===== src/rtl/stream_burst_ctrl.sv =====
// Burst sequencer: gates an AXI-Stream source into framed bursts
// with tlast, programmable idle gaps and a completion pulse.
module stream_burst_ctrl #(
    parameter int DATA_W = 8,
    parameter int LEN_W  = 8,
    parameter int GAP_W  = 8,
    parameter int CNT_W  = 16
) (
    input  logic              clock,
    input  logic              aresetn,
    input  logic              cfg_valid,
    output logic              cfg_ready,
    input  logic [LEN_W-1:0]  cfg_len,
    input  logic [GAP_W-1:0]  cfg_gap,
    input  logic [CNT_W-1:0]  cfg_count,
    input  logic              abort,
    input  logic              s_tvalid,
    input  logic [DATA_W-1:0] s_tdata,
    output logic              s_tready,
    output logic              m_tvalid,
    output logic [DATA_W-1:0] m_tdata,
    output logic              m_tlast,
    input  logic              m_tready,
    output logic              busy,
    output logic              done,
    output logic              aborted,
    output logic [CNT_W-1:0]  bursts_sent
);

    typedef enum logic [1:0] {
        IDLE,
        BURST,
        GAP,
        DONE
    } state_e;

    state_e             state_q;
    logic [LEN_W-1:0]   len_q;
    logic [GAP_W-1:0]   gap_q;
    logic [CNT_W-1:0]   count_q;
    logic [LEN_W-1:0]   beat_cnt_q;
    logic [CNT_W-1:0]   burst_cnt_q;
    logic [GAP_W-1:0]   gap_cnt_q;
    logic [CNT_W-1:0]   bursts_sent_q;
    logic               aborted_q;
    logic               abort_pend_q;

    logic in_burst;
    logic xfer;
    logic last_beat;
    logic final_burst;
    logic abort_now;

    assign in_burst    = (state_q == BURST);
    assign last_beat   = (beat_cnt_q == len_q - LEN_W'(1));
    assign final_burst = (burst_cnt_q == count_q - CNT_W'(1));
    assign abort_now   = abort | abort_pend_q;

    // Ready never looks at s_tvalid, so no combinational ready/valid loop.
    assign s_tready = in_burst & m_tready;
    assign m_tvalid = in_burst & s_tvalid;
    assign m_tdata  = s_tdata;
    assign m_tlast  = last_beat & m_tvalid;
    assign xfer     = m_tvalid & m_tready;

    assign cfg_ready   = (state_q == IDLE);
    assign busy        = in_burst | (state_q == GAP);
    assign done        = (state_q == DONE);
    assign aborted     = aborted_q;
    assign bursts_sent = bursts_sent_q;

    always_ff @(posedge clock or negedge aresetn) begin
        if (!aresetn) begin
            state_q       <= IDLE;
            len_q         <= '0;
            gap_q         <= '0;
            count_q       <= '0;
            beat_cnt_q    <= '0;
            burst_cnt_q   <= '0;
            gap_cnt_q     <= '0;
            bursts_sent_q <= '0;
            aborted_q     <= 1'b0;
            abort_pend_q  <= 1'b0;
        end else begin
            unique case (state_q)
                IDLE: begin
                    if (cfg_valid) begin
                        len_q         <= cfg_len;
                        gap_q         <= cfg_gap;
                        count_q       <= cfg_count;
                        beat_cnt_q    <= '0;
                        burst_cnt_q   <= '0;
                        bursts_sent_q <= '0;
                        aborted_q     <= 1'b0;
                        abort_pend_q  <= 1'b0;
                        if (cfg_len == '0 || cfg_count == '0) begin
                            state_q <= DONE;
                        end else begin
                            state_q <= BURST;
                        end
                    end
                end
                BURST: begin
                    if (abort) begin
                        abort_pend_q <= 1'b1;
                    end
                    // A burst in flight always runs to its tlast beat.
                    if (xfer) begin
                        if (last_beat) begin
                            beat_cnt_q    <= '0;
                            bursts_sent_q <= bursts_sent_q + CNT_W'(1);
                            if (final_burst || abort_now) begin
                                state_q   <= DONE;
                                aborted_q <= abort_now;
                            end else begin
                                burst_cnt_q <= burst_cnt_q + CNT_W'(1);
                                if (gap_q != '0) begin
                                    gap_cnt_q <= gap_q;
                                    state_q   <= GAP;
                                end
                            end
                        end else begin
                            beat_cnt_q <= beat_cnt_q + LEN_W'(1);
                        end
                    end
                end
                GAP: begin
                    if (abort_now) begin
                        abort_pend_q <= 1'b1;
                        aborted_q    <= 1'b1;
                        state_q      <= DONE;
                    end else if (gap_cnt_q == GAP_W'(1)) begin
                        state_q <= BURST;
                    end else begin
                        gap_cnt_q <= gap_cnt_q - GAP_W'(1);
                    end
                end
                DONE: begin
                    abort_pend_q <= 1'b0;
                    state_q      <= IDLE;
                end
                default: begin
                    state_q <= IDLE;
                end
            endcase
        end
    end

endmodule


===== config.mk =====
export PLATFORM = sky130hd
export DESIGN_NAME = stream_burst_ctrl
export DESIGN_NICKNAME = d
export VERILOG_FILES = /design/src/rtl/stream_burst_ctrl.sv
export SDC_FILE = /design/constraint.sdc
export NUM_CORES = 1
export LEC_CHECK = 0
export BUFFER_PORTS_ARGS = -buffer_cell sky130_fd_sc_hd__clkbuf_2
export CAP_MARGIN = 20
export CORE_ASPECT_RATIO = 0.9
export CORE_UTILIZATION = 40
export CTS_CLUSTER_SIZE = 12
export DETAILED_ROUTE_END_ITERATION = 7
export SLEW_MARGIN = 0
export SYNTH_ARGS = -nofsm -noshare
export SYNTH_HDL_FRONTEND = slang
export SYNTH_SLANG_ARGS = --single-unit

===== constraint.sdc =====
create_clock -name clock -period 4 [get_ports clock]
set_input_delay 0.6 -clock clock [delete_from_list [all_inputs] [get_ports clock]]
set_output_delay 0.6 -clock clock [all_outputs]
set_load 0.005 [all_outputs]

* Word-level counts from Yosys, hierarchy flattened *
Index checks and enable logic that the tools add are counted.

storage, ports and cells
  bits in registers = 84
  output and inout bits = 31
  logic and storage cells = 93

operators by class
  add/sub/neg operators = 6
  equality and inequality tests = 18
  muxes and demuxes = 36
  bitwise operators = 6
  reduce and logical (&&, ||, !) cells = 17

operators by type and width
  kind                   number
  $mux 16                6
  $mux 8                 9
  $pmux 16 s2            2
  $add 16x1->16 const B  2
  $pmux 8 s2             2
  $eq 16x16->1           1
  $logic_not 16->1       1
  $mux 2                 8
  $sub 16x1->16 const B  1
  $sub 8x1->8 const B    2
  $ne 2x2->1 const B     6
  $reduce_and 5->1       2
  $add 8x1->8 const B    1
  $eq 8x1->1 const B     1
  $eq 8x8->1             1
  $logic_not 8->1        1
  $ne 2x1->1 const B     4
  $pmux 2 s4             1
  $reduce_bool 8->1      1
  $reduce_and 7->1       1
  $mux 1                 6
  $reduce_and 3->1       2
  $reduce_and 6->1       1
  $and 1x1->1            4
  other kinds (13)       17

* Depth between registers and ports, before layout *
  depth after elaboration = 7
  gate-level depth with buffers = 12

* Worst setup path before layout *
OpenSTA, ideal clock, no wires.

  path kind = reg2reg
  start = register count_q[0]
  end = register state_q[1]
  arrival time = 2.858 ns
  slack = 1.018 ns
  stages on the path, launching flop included = 11
  period minus slack after synthesis = 2.982 ns
  cells stage by stage = dfrtp_1 > inv_1 > ha_1 > or4b_2 > or4_1 > a211oi_1 > a211o_2 > nand4b_4 > nand2_1 > o21a_1 > mux2_2

between the ends
  word-level cells in the longest chain between the ends = 7
  elaborated cells on any way between the ends = 9

RTL lines
  element                 line  RTL
  start, declared         40    logic [CNT_W-1:0] count_q;
  start signal, assigned  90    count_q <= cfg_count;
  $sub 16x1->16 *         56    assign final_burst = (burst_cnt_q == count_q - CNT_W'(1));
  $eq 16x16->1 *          56
  $logic_or 1x1->1 *      112   if (final_burst || abort_now) begin
  $mux 2                  112
  $mux 2                  109   if (last_beat) begin
  $mux 2                  108   if (xfer) begin
  $pmux 2 s4              85    unique case (state_q)
  end signal, assigned    97    state_q <= DONE;
  end signal, assigned    113   state_q <= DONE;
  end signal, assigned    119   state_q <= GAP;
  end, declared           37    state_e state_q;

Mark *: on every way between the ends. The rest lies on a longest branch, timed or not. The select of a mux whose other input is x is not followed.
A chain may end at the register's enable or synchronous reset.

* Worst setup path in the final report *
  start = register len_q[0]
  end = register gap_cnt_q[0]

between the ends
  word-level cells in the longest chain between the ends = 4

RTL lines
  element                     line  RTL
  start, declared             38    logic [LEN_W-1:0] len_q;
  start signal, assigned      88    len_q <= cfg_len;
  $sub 8x1->8                 55    assign last_beat = (beat_cnt_q == len_q - LEN_W'(1));
  $eq 8x8->1                  55
  $ne 2x1->1 (no line)        --
  $reduce_and 7->1 (no line)  --
  end signal, assigned        118   gap_cnt_q <= gap_q;
  end signal, assigned        135   gap_cnt_q <= gap_cnt_q - GAP_W'(1);
  end, declared               43    logic [GAP_W-1:0] gap_cnt_q;

No other way between the ends.

==> summary.txt <==
Place
  • HPWL Detailed: 8680 um
  • Placed instance area: 0.00550 mm2
  • Placed Cells: 732
  • I/O Buffers: 60
  • Gp weighted congestion: 0.849

CTS
  • CTS tree: built
  • Num Clock Sinks: 84
  • Resized cells post-CTS: 0
  • Clock Tree Root: clkbuf_16
  • Hold-fix buffers, CTS: 0
  • Clock latency on the worst-skew pair: 350 ps
  • CTS buffer count: 9
  • H-tree depth: 3
  • Clock transition at the registers of the reported paths: 70 ps
  • Clock buffer depth: 2
  • Post-CTS setup repair buffer count: 0

Yosys
  • Async SR Flop Fraction: 100%
  • Number of synthesized flops with an enable pin: 0
  • Post-synth top area share: 41.1%
  • Ys flop type: dfrtp_1
  • Sequential area share after synthesis: 41.1%
  • Mapped Area: 0.00511 mm2
  • Syn_nets: 591
  • Ys Warns: 0
  • Count leader, synth: dfrtp_1
  • Synth top cells by count: dfrtp_1, nand2_1, nor2_1
  • Synthesis-stage register bit count: 84
  • Count of different cell masters after synthesis: 67
  • Syn avg cell area: 9.57 um2
  • Top post-synthesis cells by area: dfrtp_1, mux2_2, xor2_1
  • Post-Syn Instances: 534
  • Leading area contributor after synthesis: dfrtp_1

Global route
  • Largest net degree at the start of global routing: 55
  • Global route total overflow: 0
  • Vias in the first global route: 4136
  • Antenna violations before repair: 0
  • First-pass GRT wire length: 20300 um
  • GRT Total Usage: 19.7%

Cells and area
  • Final core occ: 47.3%
  • Layout cells sized above 1: 23.1%
  • Final Non-Filler Cells: 748
  • Area Growth Syn to Fin: 13.6%
  • Final Cell Area: 0.00581 mm2
  • Nets: 640
  • Fillers: 1177
  • Ant diodes: 0

STA
  • Slew margin rel.: 44.5%
  • Worst slew pin tran: 829 ps
  • Worst Skew: 9.08 ps
  • Fin crit period: 3490 ps
  • Hold violation total from the final report: 0
  • Slew Limit Fails: 0
  • Final setup viols: 0
  • Tcrit/Tclk final: 87.3%
  • FMAX: 287 MHz
  • RSZ-0062 raised after global routing: false
  • Post-route setup TNS: 0 ps

Routing
  • Initial DRC Count: 296
  • Post-DRT Antenna Nets: 0
  • DR pass1 iterations: 4
  • Post-Route WL: 12000 um
  • Drt drc: 0
  • Via Count: 4162
  • Avg Vias per Cell: 5.56
  • WL per Instance: 16.1 um

Floorplanning
  • # IOs: 77
  • Die Span Y: 109 um
  • Std-Cell Rows: 38
  • CORE AREA: 0.0123 mm2
  • DIE AREA: 0.0132 mm2
  • Initial core utilization: 41.7%
  • Die width: 121 um

Critical path
  • CP required: 4280 ps
  • WS Path Type: flop to flop
  • CP Capture Type: flop
  • Max FO, Critical Path: 16
  • End of the critical path: gap_cnt_q[0]
  • R2R Path Start: len_q[0]
  • CP arrival: 3770 ps
  • Worst Setup Start Kind: flop
  • R2R Setup Slk: 510 ps
  • CP startpoint: len_q[0]
  • Worst reg2reg path depth: 10
  • FF-to-FF End: gap_cnt_q[0]

Status
  • Status: completed

Run
  • Max-Cap Viols: 0

Worst hold path
  • Hold crit path type: input port to async pin

Pwr
  • Worst ir drop on vdd: 0.306 mV
  • Pwr per Cell Area: 685 mW/mm2
  • Leak: 2.58 nW
## worst max-delay path, cell delays in order (launching register included)
cell and delay [ps]:
dfrtp_1 410, inv_1 90, ha_1 270, o21ba_2 230, a221oi_1 280, a41oi_1 80
or4_1 720, or3_1 440, o22ai_2 510, o21ai_0 210, a21oi_1 180
## per-layer routing
metal  up-vias  GRT usage, %  wire [um]
met1      2024          25.8       5550
met2        88          31.1       5690
met5         -             0          0
li1       2031             -          -
met3        19          5.44        620
met4         0          7.14        180
## cell usage in the layout, fill, tap and decap left out, types with 3 or more instances in the layout
cell / synthesis / routed
nand3_1: 19 / 19
nor4_1: 15 / 15
a21oi_1: 26 / 26
o21a_1: 3 / 3
clkbuf_2: 0 / 59
nor2_1: 37 / 37
and2_1: 3 / 3
xor2_1: 29 / 29
nor3_1: 9 / 9
dfrtp_1: 84 / 84
buf_4: 9 / 8
o21ai_2: 4 / 4
o211ai_1: 9 / 9
o22ai_1: 3 / 3
inv_1: 21 / 21
a211oi_1: 3 / 3
and3_1: 11 / 11
mux2_2: 33 / 33
clkbuf_16: 0 / 9
ha_1: 11 / 11
o31ai_1: 5 / 5
or3_1: 12 / 12
nand2b_1: 7 / 7
nand2_1: 47 / 47
nand4_1: 18 / 18
xnor2_1: 16 / 16
or4_1: 14 / 14
o21ai_0: 20 / 20
inv_6: 0 / 3
## per-stage QoR
step | hold WS, ps | worst slack [ps] | power [mW]
finish | 299 | 510 | 3.98
CTS | 325 | 518 | 4.00
global placement | 504 | 667 | 3.05
global route | 358 | 192 | 4.28
floorplan | 304 | 1020 | 2.67
detailed placement | 507 | 539 | 3.11
## flip-flops by register name, summed over array words and instances (netlist names)
name          flops
gap_q             8
beat_cnt_q        8
bursts_sent      16
state_q           2
gap_cnt_q         8
abort_pend_q      1
len_q             8
burst_cnt_q      16
count_q          16
aborted           1
## kinds of logic after synthesis
group                    after synthesis  synth area share (%)
XOR/XNOR                              45                  7.71
multiplexers                          35                  7.66
AO/OA/AOI/OAI                        101                  14.1
buffers and inverters                 50                  4.77
AND/OR/NAND/NOR                      208                  21.9
flip-flops                            84                  41.1
adder cells (fa/ha/maj)               11                  2.69
## report_power, final
| part | internal [mW] | switching [mW] |
|---|---|---|
| clock network | 0.495 | 0.373 |
| registers | 1.12 | 0.351 |
| logic | 0.745 | 0.894 |
## worst min-delay path by stage
stage	start	endpoint	slack, ps	cells past startpoint
floorplan	aresetn	abort_pend_q	300	0
global placement	aborted	aborted	500	1
detailed placement	aborted	aborted	510	1
CTS	aresetn	count_q[3]	320	1
global route	aresetn	count_q[6]	360	1
finish	aresetn	count_q[3]	300	1
## layout make-up
| type | instances | area, um2 | area share [%] |
|---|---|---|---|
| Clock buffer | 9 | 225 | 3.88 |
| Clock inverter | 7 | 81.3 | 1.40 |
| Inverter | 21 | 78.8 | 1.36 |
| Multi-Input combinational cell | 400 | 2770 | 47.6 |
| Sequential cell | 84 | 2100 | 36.2 |
| Tap cell | 160 | 200 | 3.45 |
| Timing Repair Buffer | 67 | 355 | 6.12 |
No activity file was read; power rests on OpenSTA's default activity.
